File: src/rtl/reset_combiner_n.sv
// Merges synchronised, maskable active-low reset sources and a software request
// into one registered AXI reset with minimum width, release hold-off and cause logging.
module reset_combiner_n #(
  parameter int NUM_SRC     = 2,
  parameter int SYNC_STAGES = 2,
  parameter int MIN_ASSERT  = 4,
  parameter int HOLD_CYCLES = 8
) (
  input  logic               axi_aclk,
  input  logic               axi_aresetn,
  input  logic [NUM_SRC-1:0] src_aresetn,
  input  logic [NUM_SRC-1:0] src_mask,
  input  logic               sw_rst_req,
  input  logic               cause_clr,
  output logic               s_aresetn,
  output logic [1:0]         rst_state,
  output logic [NUM_SRC:0]   rst_cause,
  output logic [7:0]         rst_count
);

  localparam int ACW = $clog2(MIN_ASSERT + 1);
  localparam int HCW = $clog2(HOLD_CYCLES + 1);

  typedef enum logic [1:0] {
    ST_ASSERT = 2'd0,
    ST_HOLD   = 2'd1,
    ST_RUN    = 2'd2
  } state_e;

  state_e                                state_q;
  logic                                  s_aresetn_q;
  logic [SYNC_STAGES-1:0][NUM_SRC-1:0]   sync_q;
  logic [ACW-1:0]                        asrt_cnt_q;
  logic [HCW-1:0]                        hold_cnt_q;
  logic [NUM_SRC:0]                      cause_q, cause_d;
  logic [7:0]                            count_q, count_d;

  logic [NUM_SRC-1:0] sync_out;
  logic               all_ok;
  logic               to_assert;
  logic               asrt_done;
  logic               hold_done;

  assign sync_out  = sync_q[SYNC_STAGES-1];
  // Masked sources are treated as permanently good; the mask is not registered.
  assign all_ok    = (&(sync_out | ~src_mask)) & ~sw_rst_req;
  assign to_assert = (state_q != ST_ASSERT) && !all_ok;
  assign asrt_done = (asrt_cnt_q >= ACW'(MIN_ASSERT - 1));
  assign hold_done = (hold_cnt_q == HCW'(HOLD_CYCLES - 1));

  always_comb begin
    cause_d = cause_clr ? '0 : cause_q;
    // Bits being set on this edge win over a simultaneous clear.
    if (to_assert) begin
      cause_d = cause_d | {sw_rst_req, (~sync_out & src_mask)};
    end
    count_d = count_q;
    if ((state_q == ST_RUN) && !all_ok && (count_q != 8'hFF)) begin
      count_d = count_q + 8'd1;
    end
  end

  always_ff @(posedge axi_aclk) begin
    if (!axi_aresetn) begin
      state_q     <= ST_ASSERT;
      s_aresetn_q <= 1'b0;
      sync_q      <= '0;
      asrt_cnt_q  <= '0;
      hold_cnt_q  <= '0;
      cause_q     <= '0;
      count_q     <= '0;
    end else begin
      sync_q  <= {sync_q[SYNC_STAGES-2:0], src_aresetn};
      cause_q <= cause_d;
      count_q <= count_d;
      case (state_q)
        ST_ASSERT: begin
          if (asrt_cnt_q < ACW'(MIN_ASSERT)) begin
            asrt_cnt_q <= asrt_cnt_q + ACW'(1);
          end
          if (asrt_done && all_ok) begin
            state_q    <= ST_HOLD;
            hold_cnt_q <= '0;
          end
          s_aresetn_q <= 1'b0;
        end
        ST_HOLD: begin
          if (!all_ok) begin
            state_q     <= ST_ASSERT;
            asrt_cnt_q  <= '0;
            hold_cnt_q  <= '0;
            s_aresetn_q <= 1'b0;
          end else if (hold_done) begin
            state_q     <= ST_RUN;
            hold_cnt_q  <= '0;
            s_aresetn_q <= 1'b1;
          end else begin
            hold_cnt_q  <= hold_cnt_q + HCW'(1);
            s_aresetn_q <= 1'b0;
          end
        end
        ST_RUN: begin
          if (!all_ok) begin
            state_q     <= ST_ASSERT;
            asrt_cnt_q  <= '0;
            hold_cnt_q  <= '0;
            s_aresetn_q <= 1'b0;
          end else begin
            s_aresetn_q <= 1'b1;
          end
        end
        default: begin
          state_q     <= ST_ASSERT;
          asrt_cnt_q  <= '0;
          hold_cnt_q  <= '0;
          s_aresetn_q <= 1'b0;
        end
      endcase
    end
  end

  assign s_aresetn = s_aresetn_q;
  assign rst_state = state_q;
  assign rst_cause = cause_q;
  assign rst_count = count_q;

endmodule
File: config.mk
export PLATFORM = sky130hd
export DESIGN_NAME = reset_combiner_n
export DESIGN_NICKNAME = d
export VERILOG_FILES = /design/src/rtl/reset_combiner_n.sv
export SDC_FILE = /design/constraint.sdc
export NUM_CORES = 1
export LEC_CHECK = 0
export ABC_AREA = 1
export BUFFER_PORTS_ARGS = -buffer_cell sky130_fd_sc_hd__buf_2
export CORE_ASPECT_RATIO = 0.9
export CORE_MARGIN = 2
export CORE_UTILIZATION = 35
export DETAILED_ROUTE_END_ITERATION = 10
export SLEW_MARGIN = 10
export SYNTH_ARGS = -nofsm -noshare
export SYNTH_HDL_FRONTEND = slang
export SYNTH_SLANG_ARGS = --single-unit
File: constraint.sdc
create_clock -name axi_aclk -period 2.95 [get_ports axi_aclk]
set_input_delay 0.1475 -clock axi_aclk [delete_from_list [all_inputs] [get_ports axi_aclk]]
set_output_delay 0.1475 -clock axi_aclk [all_outputs]
set_load 0.01 [all_outputs]
==> impl_metrics.ini, run 1 <==
[clock_tree]
cts_buffer_depth = 2
cts_setup_buffers = 0
clkTransAtPathRegs_ns = 0.09
cts_hold_buf = 0
htree_num_levels = 1
cts_root_buf = clkbuf_8
cts_tree = done
worstSkewPairLatency_ns = 0.27
cts.sinks = 25
ctsResizeCount = 0
cts_buffers = 3

[placed_design]
dpl.hpwl_um = 1870
io_buffers = 21
place.gp.congestion = 0.797

[worst_setup_path]
critPathSlowestCell = dfxtp_1
worstSetupEndpointType = flip-flop
crit_path_max_fanout = 5
cpMostUsedCell = nand2_1
crit_cells = 10
critPathArrivalTime_ns = 1.61
r2r-start = asrt_cnt_q[0]
r2r_slack_ns = 1.50
path_cells = ha_1 > ha_1 > nor2_1 > nand2_1 > nand3_1 > nand2_1 > nand2_2 > nand2_1 > o21ai_0 > nor2_1
timing.critical_path.buf_inv = 0
critPathMaxStageDelay_ns = 0.35
critPathTopFamily = simple AND/OR/NAND/NOR gates
cp.required_ns = 3.11
crit_path_start_kind = flip-flop
timing.rr.end = hold_cnt_q[3]
critPathKind = flip-flop to flip-flop
reg2reg_depth = 10

[synth]
ys_top_cells_by_area = dfxtp_1, nand2_1, ha_1, inv_1, nor2_1
yosys.area_share.simple = 0.303
syn_nets = 192
yosys.area.top_type = dfxtp_1
synth-adder-area-share = 0.0806
ys.flop_type = dfxtp_1
synth_top_family_by_area = simple AND/OR/NAND/NOR gates
synthArstFlopShare = 0
synth-compound-area-share = 0.0948
synth_top_cells_by_count = nand2_1, dfxtp_1, inv_1
ys_ff_latch = 25
syn_avg_cell_area_um2 = 7.05
ys_seq_area_frac = 0.403
synth_xor_area_frac = 0.0282
yosysWarnings = 0
syn_inst = 176
syn-cell-area_um2 = 1240
synth.mux.area_fraction = 0
synth.most_common_cell = nand2_1
synth_edf_count = 0
yosysUniqueCellTypes = 20
synth_top_cell_area_share = 0.403

[sta]
rsz0062_at_grt = no
fin_worst_skew_ns = 0.00246
tightest_slew_ns = 0.384
fin_worst_hold_slack_ns = 0.0460
max-slew-margin-rel = 0.744
max_freq_mhz = 689
finalHoldViolations = 0
fin_setup_tns_ns = 0
fin_crit_ns = 1.45
timing.final.crit_share = 0.492
setup_violations = 0
drv_slew = 0

[die]
num_rows = 20
dieWidth_um = 66.8
initial_utilization = 0.367
core-area_um2 = 3380
io_pins = 22
dieArea_um2 = 4040
die_h_um = 60.5

[min_path]
hold_start = src_aresetn[0]
holdPathEnd = sync_q[0]
hold_depth = 3
min_path_type = primary input to flip-flop

[pwr]
leakagePower_nw = 0.704
p_per_area_nw_per_um2 = 622
ir_drop_v = 0.000258

[global_route]
grt_antenna_before_repair = 0
grt_max_degree = 16
overflow = 0
grt_pass1_wl_um = 3960
grt_usage = 0.131
grt_pass1_vias = 872

[drt]
dr.pass1.iters = 6
routedWlPerCell_um = 10.3
drt_iter0_markers = 38
routed_via_density = 4.52
dr_total_vias = 1099
ant_nets = 0
wirelength_um = 2500
drc = 0

[layout]
nets = 216
regArea_um2 = 500
areaGrowthSynthToFinish_pct = 15.9
drive_above_1_share = 0.161
antenna_cells = 0
n_fill_cell = 375
multiInputGateArea_um2 = 629

[flow_run]
drv_cap = 0

[status]
outcome = finished clean
==> tightest hold or removal path, cell delays in order <==
cell	delay, ns
buf_2	0.07
nand2_1	0.04
inv_1	0.04
==> layout make-up <==
class,instances,share of cell area
multi-input cells,123,0.437
flip-flops and latches,25,0.348
repair buffers,21,0.0730
inverters,26,0.0696
well taps,44,0.0383
clock buffers,3,0.0287
clock inverters,1,0.00522
==> routing by layer <==
metal,GRT usage,wire [µm]
met1,0.191,1310
met3,0.0278,131
met5,0,0
met4,0.0612,44
met2,0.183,1020
==> flip-flops by register name (all words and copies together), names as in the netlist <==
name,cells
s_aresetn,1
asrt_cnt_q,3
rst_count,8
sync_q,2
rst_state,2
rst_cause,3
hold_cnt_q,4
sync_out,2
==> layout by cell type (no fill, tap or decap), drive strengths merged <==
cell      synthesis  routed
nand2            45      45
nand3            14      14
a21oi            15      15
clkbuf            1       3
clkinvlp          0       1
ha                8       8
a21boi            1       1
nand4             3       3
buf               1      21
nor2             23      23
xnor2             1       1
xor2              3       3
o21ai             7       7
inv              26      26
dfxtp            25      25
nor3              3       3
==> logic make-up after synthesis <==
group	count (synthesis)
fa+ha+maj	8
xor+xnor	4
buf+inv	28
flops	25
compound gates	23
simple gates	88
==> where the power goes <==
part	internal [mW]	switching [mW]	total, mW	leakage (nW)
Clock	0.0959	0.119	0.215	0.0217
Combinational	0.0976	0.156	0.253	0.478
Sequential	0.388	0.0381	0.426	0.203
==> worst max path at each step <==
stage                       start             to
CTS                 asrt_cnt_q[0]  hold_cnt_q[3]
floorplan           asrt_cnt_q[0]  hold_cnt_q[3]
detailed placement  asrt_cnt_q[0]  hold_cnt_q[3]
global route        asrt_cnt_q[0]  hold_cnt_q[3]
global placement    asrt_cnt_q[0]  hold_cnt_q[3]
finish              asrt_cnt_q[0]  hold_cnt_q[3]
==> per-stage QoR <==
stage	utilization	instance area, µm²	total power, mW	setup slack, ns	std cells
2_1_floorplan	-	1240	0.626	1.62	176
3_3_place_gp	0.411	1390	0.686	1.54	239
3_5_place_dp	0.411	1390	0.689	1.50	239
4_1_cts	0.426	1440	0.905	1.48	243
5_1_grt	0.426	1440	0.968	1.34	243
6_report	0.426	1440	0.894	1.50	243
Power figures use the tool's default switching activity.
==> run 2, diff against run 1 <==
==> constraint.sdc (replaced) <==
create_clock -name axi_aclk -period 1.44 [get_ports axi_aclk]
set_input_delay 0.072 -clock axi_aclk [delete_from_list [all_inputs] [get_ports axi_aclk]]
set_output_delay 0.072 -clock axi_aclk [all_outputs]
set_load 0.01 [all_outputs]
==> run 2 against run 1 <==
Compared with the run above:
- via count is 5.7% higher
- largest cell class unchanged
- first-iteration DRC count is 24% higher
- final cell count is 4.5% higher
- count of clock-buffer cells in the layout stayed put
- largest power group unchanged
==> impl_metrics.ini, run 2 (synthesized netlist as in run 1, its figures left out) <==
[layout]
final_cell_mix = nand2_1, dfxtp_1, inv_1, nor2_1, buf_2
areaGrowthSynthToFinish_pct = 26.2
utilization = 0.464
antenna_cells = 0
drive_above_1_share = 0.252
nets = 227
largest_register_ffs = 8
layout_commonest_cell = nand2_1

[clock_tree]
clkTransAtPathRegs_ns = 0.10
cts_buffers = 3
cts_buffer_depth = 2
cts_tree = done
cts.sinks = 25
worstSkewPairLatency_ns = 0.28
htree_num_levels = 1
cts_root_buf = clkbuf_8

[pwr]
ir_drop_v = 0.000537
leakagePower_nw = 0.763
p_per_area_nw_per_um2 = 1260

[sta]
setup_violations = 0
drv_slew = 0
max-slew-margin-rel = 0.733
timing.final.crit_share = 0.957
tightest_slew_ns = 0.399
max_freq_mhz = 726
rsz0062_at_grt = yes
final.setup.worst_slack_ns = 0.0621
fin_worst_skew_ns = 0.00686
finalHoldViolations = 0
fin_crit_ns = 1.38

[worst_setup_path]
critPathKind = flip-flop to flip-flop
critPathArrivalTime_ns = 1.55
worstSetupEndpointType = flip-flop
cp.required_ns = 1.61
crit_path_max_fanout = 5
path_cells = ha_1 > ha_2 > nor2_1 > nand2_1 > nand3_2 > nand2_4 > nand2_4 > nand2_1 > o21ai_0 > nor2_1
critPathSlowestCell = dfxtp_2
critPathMaxStageDelay_ns = 0.33
crit_path_start_kind = flip-flop

[die]
dieArea_um2 = 4040
num_rows = 20
die_h_um = 60.5
core-area_um2 = 3380
initial_utilization = 0.367
io_pins = 22
dieWidth_um = 66.8

[drt]
wirelength_um = 2620
routed_via_density = 4.57
dr_total_vias = 1162
drc = 0
dr.pass1.iters = 4
routedWlPerCell_um = 10.3
drt_iter0_markers = 47
ant_nets = 0

[placed_design]
place.gp.congestion = 0.793
pre_cts_ws_ns = 0.0120
dpl.hpwl_um = 1930
io_buffers = 21

[global_route]
grt_pass1_vias = 877
grt_max_degree = 16
grt_antenna_before_repair = 0
grt_usage = 0.139
grt_pass1_wl_um = 4110
overflow = 0

[status]
outcome = finished clean

[min_path]
min_path_type = primary input to flip-flop

[flow_run]
drv_cap = 0
## run 2: changes by cell type in the layout (fill, tap and decap cells not counted), sizes merged
cell	delta
dlygate4sd3	+2
buf	+9
## run 2: per-layer routing
| layer | routed length [µm] | track usage |
|---|---|---|
| met3 | 145 | 0.0204 |
| met1 | 1360 | 0.208 |
| met5 | 0 | 0 |
| met2 | 1040 | 0.180 |
| met4 | 72 | 0.0962 |
## run 2: worst paths after layout
path                       from       endpoint  slack [ns]  cells after the start
setup reg to reg  asrt_cnt_q[0]  hold_cnt_q[3]        0.06                     10
hold reg to reg       sync_q[0]    sync_out[0]        0.41                      2
hold / removal        cause_clr   rst_cause[2]        0.06                      4
setup / recovery  asrt_cnt_q[0]  hold_cnt_q[3]        0.06                     10
## run 2: what timing repair did
item | in CTS | in global routing
endpoints found under the hold margin | 2 | 0
gates resized for setup | 1 | 15
endpoints found under the setup margin | 1 | 9
hold buffers | 2 | 0
setup buffers | 0 | 1
pin swaps | 1 | 3
gates cloned | 0 | 0
## run 2: cell type report
| type | count | area [µm²] |
|---|---|---|
| Fill cell | 380 | 1810 |
| Multi-Input combinational cell | 123 | 667 |
| Sequential cell | 25 | 503 |
| Timing Repair Buffer | 32 | 193 |
| Inverter | 26 | 100 |
| Tap cell | 44 | 55.1 |
| Clock buffer | 3 | 41.3 |
| Clock inverter | 1 | 7.51 |
## run 2: worst max-delay path, delay by kind of cell, from the launching register on
| family | cells | cell delay, ns |
|---|---|---|
| AOI/OAI and AO/OA | 1 | 0.07 |
| adders and majority gates | 2 | 0.35 |
| DFF | 1 | 0.33 |
| and+or+nand+nor | 7 | 0.51 |
## run 2: per-stage QoR
stage	hold slack [ns]	total power [mW]	setup TNS [ns]	area, µm²	cells
after floorplan	0.170	1.28	0	1240	176
after global placement	0.259	1.44	0	1450	247
after detailed placement	0.260	1.45	0	1450	247
after CTS	0.0562	1.91	0	1520	253
after global routing	0.0718	2.13	-0.120	1570	254
final	0.0624	1.98	0	1570	254
## run 2: power by group
| part | switching, mW | internal (mW) | total (mW) |
|---|---|---|---|
| sequential | 0.0662 | 0.799 | 0.865 |
| clock | 0.249 | 0.197 | 0.446 |
| combinational | 0.384 | 0.280 | 0.664 |
| total | 0.699 | 1.28 | 1.98 |
==> run 3, diff against run 2 <==
--- a/config.mk
+++ b/config.mk
@@ -11,6 +11,7 @@
 export CORE_MARGIN = 2
 export CORE_UTILIZATION = 35
 export DETAILED_ROUTE_END_ITERATION = 10
+export SETUP_SLACK_MARGIN = 0.15
 export SLEW_MARGIN = 10
 export SYNTH_ARGS = -nofsm -noshare
 export SYNTH_HDL_FRONTEND = slang
==> run 3 against run 2 <==
Compared with the run above:
- critical path depth unchanged
- flip-flop and latch count unchanged
- register-to-register slack about the same
- power up 3.8%
- fmax down 0.29%
- clock power down 3%
- via count unchanged
- non-clock buffer count down 1
- setup slack worse by 0.0041 ns
- global-route usage up 0.16 points
- sequential share of layout area down 0.65 points
- utilization up 2.4 points
==> impl_metrics.ini, run 3 (synthesized netlist as in run 1, its figures left out) <==
[status]
outcome = finished clean

[min_path]
min_path_type = primary input to flip-flop
hold_start = axi_aresetn

[placed_design]
place_area_um2 = 1430
io_buffers = 21
pre_cts_ws_ns = 0.0298
dpl.hpwl_um = 1860
dp_cells = 243
place.gp.congestion = 0.765

[clock_tree]
cts.sinks = 25
worstSkewPairLatency_ns = 0.28
htree_num_levels = 1
cts_tree = done
cts_buffer_depth = 2
clkTransAtPathRegs_ns = 0.09
cts_root_buf = clkbuf_8
cts_buffers = 3

[drt]
dr.pass1.iters = 4
routedWlPerCell_um = 10.7
wirelength_um = 2710
ant_nets = 0
drc = 0
drt_iter0_markers = 68
routed_via_density = 4.57
dr_total_vias = 1162

[sta]
timing.final.crit_share = 0.960
fin_crit_ns = 1.38
drv_slew = 0
tightest_slew_ns = 0.373
max_freq_mhz = 724
fin_setup_tns_ns = 0
fin_worst_skew_ns = 0.00495
fin_worst_hold_slack_ns = 0.0596
max-slew-margin-rel = 0.751
final.setup.worst_slack_ns = 0.0580
rsz0062_at_grt = yes
setup_violations = 0
finalHoldViolations = 0

[layout]
multiInputGateArea_um2 = 732
instances_no_fill = 254
areaGrowthSynthToFinish_pct = 32.7
layout_commonest_cell = nand2_1
regArea_um2 = 518
nets = 227
largest_register_ffs = 8
final_cell_mix = nand2_1, inv_1, buf_2, nor2_1
drive_above_1_share = 0.338
fin_area_um2 = 1650
n_fill_cell = 335
antenna_cells = 0

[worst_setup_path]
r2r-start = asrt_cnt_q[0]
timing.critical_path.buf_inv = 0
critPathMaxStageDelay_ns = 0.35
crit_path_start_kind = flip-flop
crit_path_max_fanout = 5
worstSetupEndpointType = flip-flop
cp.required_ns = 1.60
critPathSlowestCell = dfxtp_2
critPathArrivalTime_ns = 1.54
startpoint = asrt_cnt_q[0]
path_cells = ha_4 > ha_4 > nor2_2 > nand2_1 > nand3_2 > nand2_4 > nand2_4 > nand2_1 > o21ai_1 > nor2_1
critPathKind = flip-flop to flip-flop
critPathTopFamily = simple AND/OR/NAND/NOR gates

[die]
io_pins = 22
dieArea_um2 = 4040
dieWidth_um = 66.8
num_rows = 20
initial_utilization = 0.367
core-area_um2 = 3380
die_h_um = 60.5

[flow_run]
drv_cap = 0

[global_route]
grt_pass1_wl_um = 4300
grt_pass1_vias = 958
overflow = 0
grt_antenna_before_repair = 0
grt_usage = 0.140
grt_max_degree = 16

[pwr]
p_per_area_nw_per_um2 = 1250
ir_drop_v = 0.000494
leakagePower_nw = 0.766
[run 3: cell types whose count changed in the layout (fill, tap and decap cells not counted), sizes merged]
| cell | before | now |
|---|---|---|
| buf | 30 | 29 |
| nand2 | 45 | 46 |
[run 3: worst min-delay path, delay by kind of cell]
| kind | cells | cell delay [ns] |
|---|---|---|
| AND/OR/NAND/NOR | 2 | 0.10 |
| buffers and inverters | 1 | 0.13 |
[run 3: layout make-up]
| class | instances | share of cell area |
|---|---|---|
| Multi-Input combinational cell | 124 | 0.445 |
| Tap cell | 44 | 0.0334 |
| Clock buffer | 3 | 0.0251 |
| Timing Repair Buffer | 31 | 0.112 |
| Clock inverter | 1 | 0.00456 |
| Inverter | 26 | 0.0653 |
| Sequential cell | 25 | 0.315 |
[run 3: where the power goes]
part	leakage (nW)	internal, mW	switching (mW)
clock	0.0217	0.197	0.237
combinational	0.535	0.323	0.404
sequential	0.209	0.803	0.0884
[run 3: metrics by stage]
step | utilization | power [mW]
floorplan | - | 1.29
global placement | 0.423 | 1.42
detailed placement | 0.423 | 1.42
CTS | 0.454 | 1.93
finish | 0.487 | 2.05
global route | 0.487 | 2.22
[run 3: path summary, 6_finish.rpt]
check	to	slack [ns]	cells past startpoint
max	hold_cnt_q[3]	0.06	10
max reg2reg	hold_cnt_q[3]	0.06	10
min	rst_count[6]	0.06	3
min reg2reg	sync_out[0]	0.42	2
[run 3: repair_timing]
item                                    in CTS  in global routing
gates resized for setup                      9                 32
pin swaps                                    3                 10
gates cloned                                 0                  1
endpoints found under the setup margin      10                 17
hold endpoints to repair                     2                  0
setup buffers                                2                  2
hold buffers                                 2                  0
[run 3: per-layer routing]
layer | global-route usage | vias up | wire, µm
met1 | 0.202 | 512 | 1350
met4 | 0.0700 | 0 | 63
met3 | 0.0278 | 5 | 89
met2 | 0.201 | 18 | 1210
met5 | 0 | - | 0
li1 | - | 627 | -
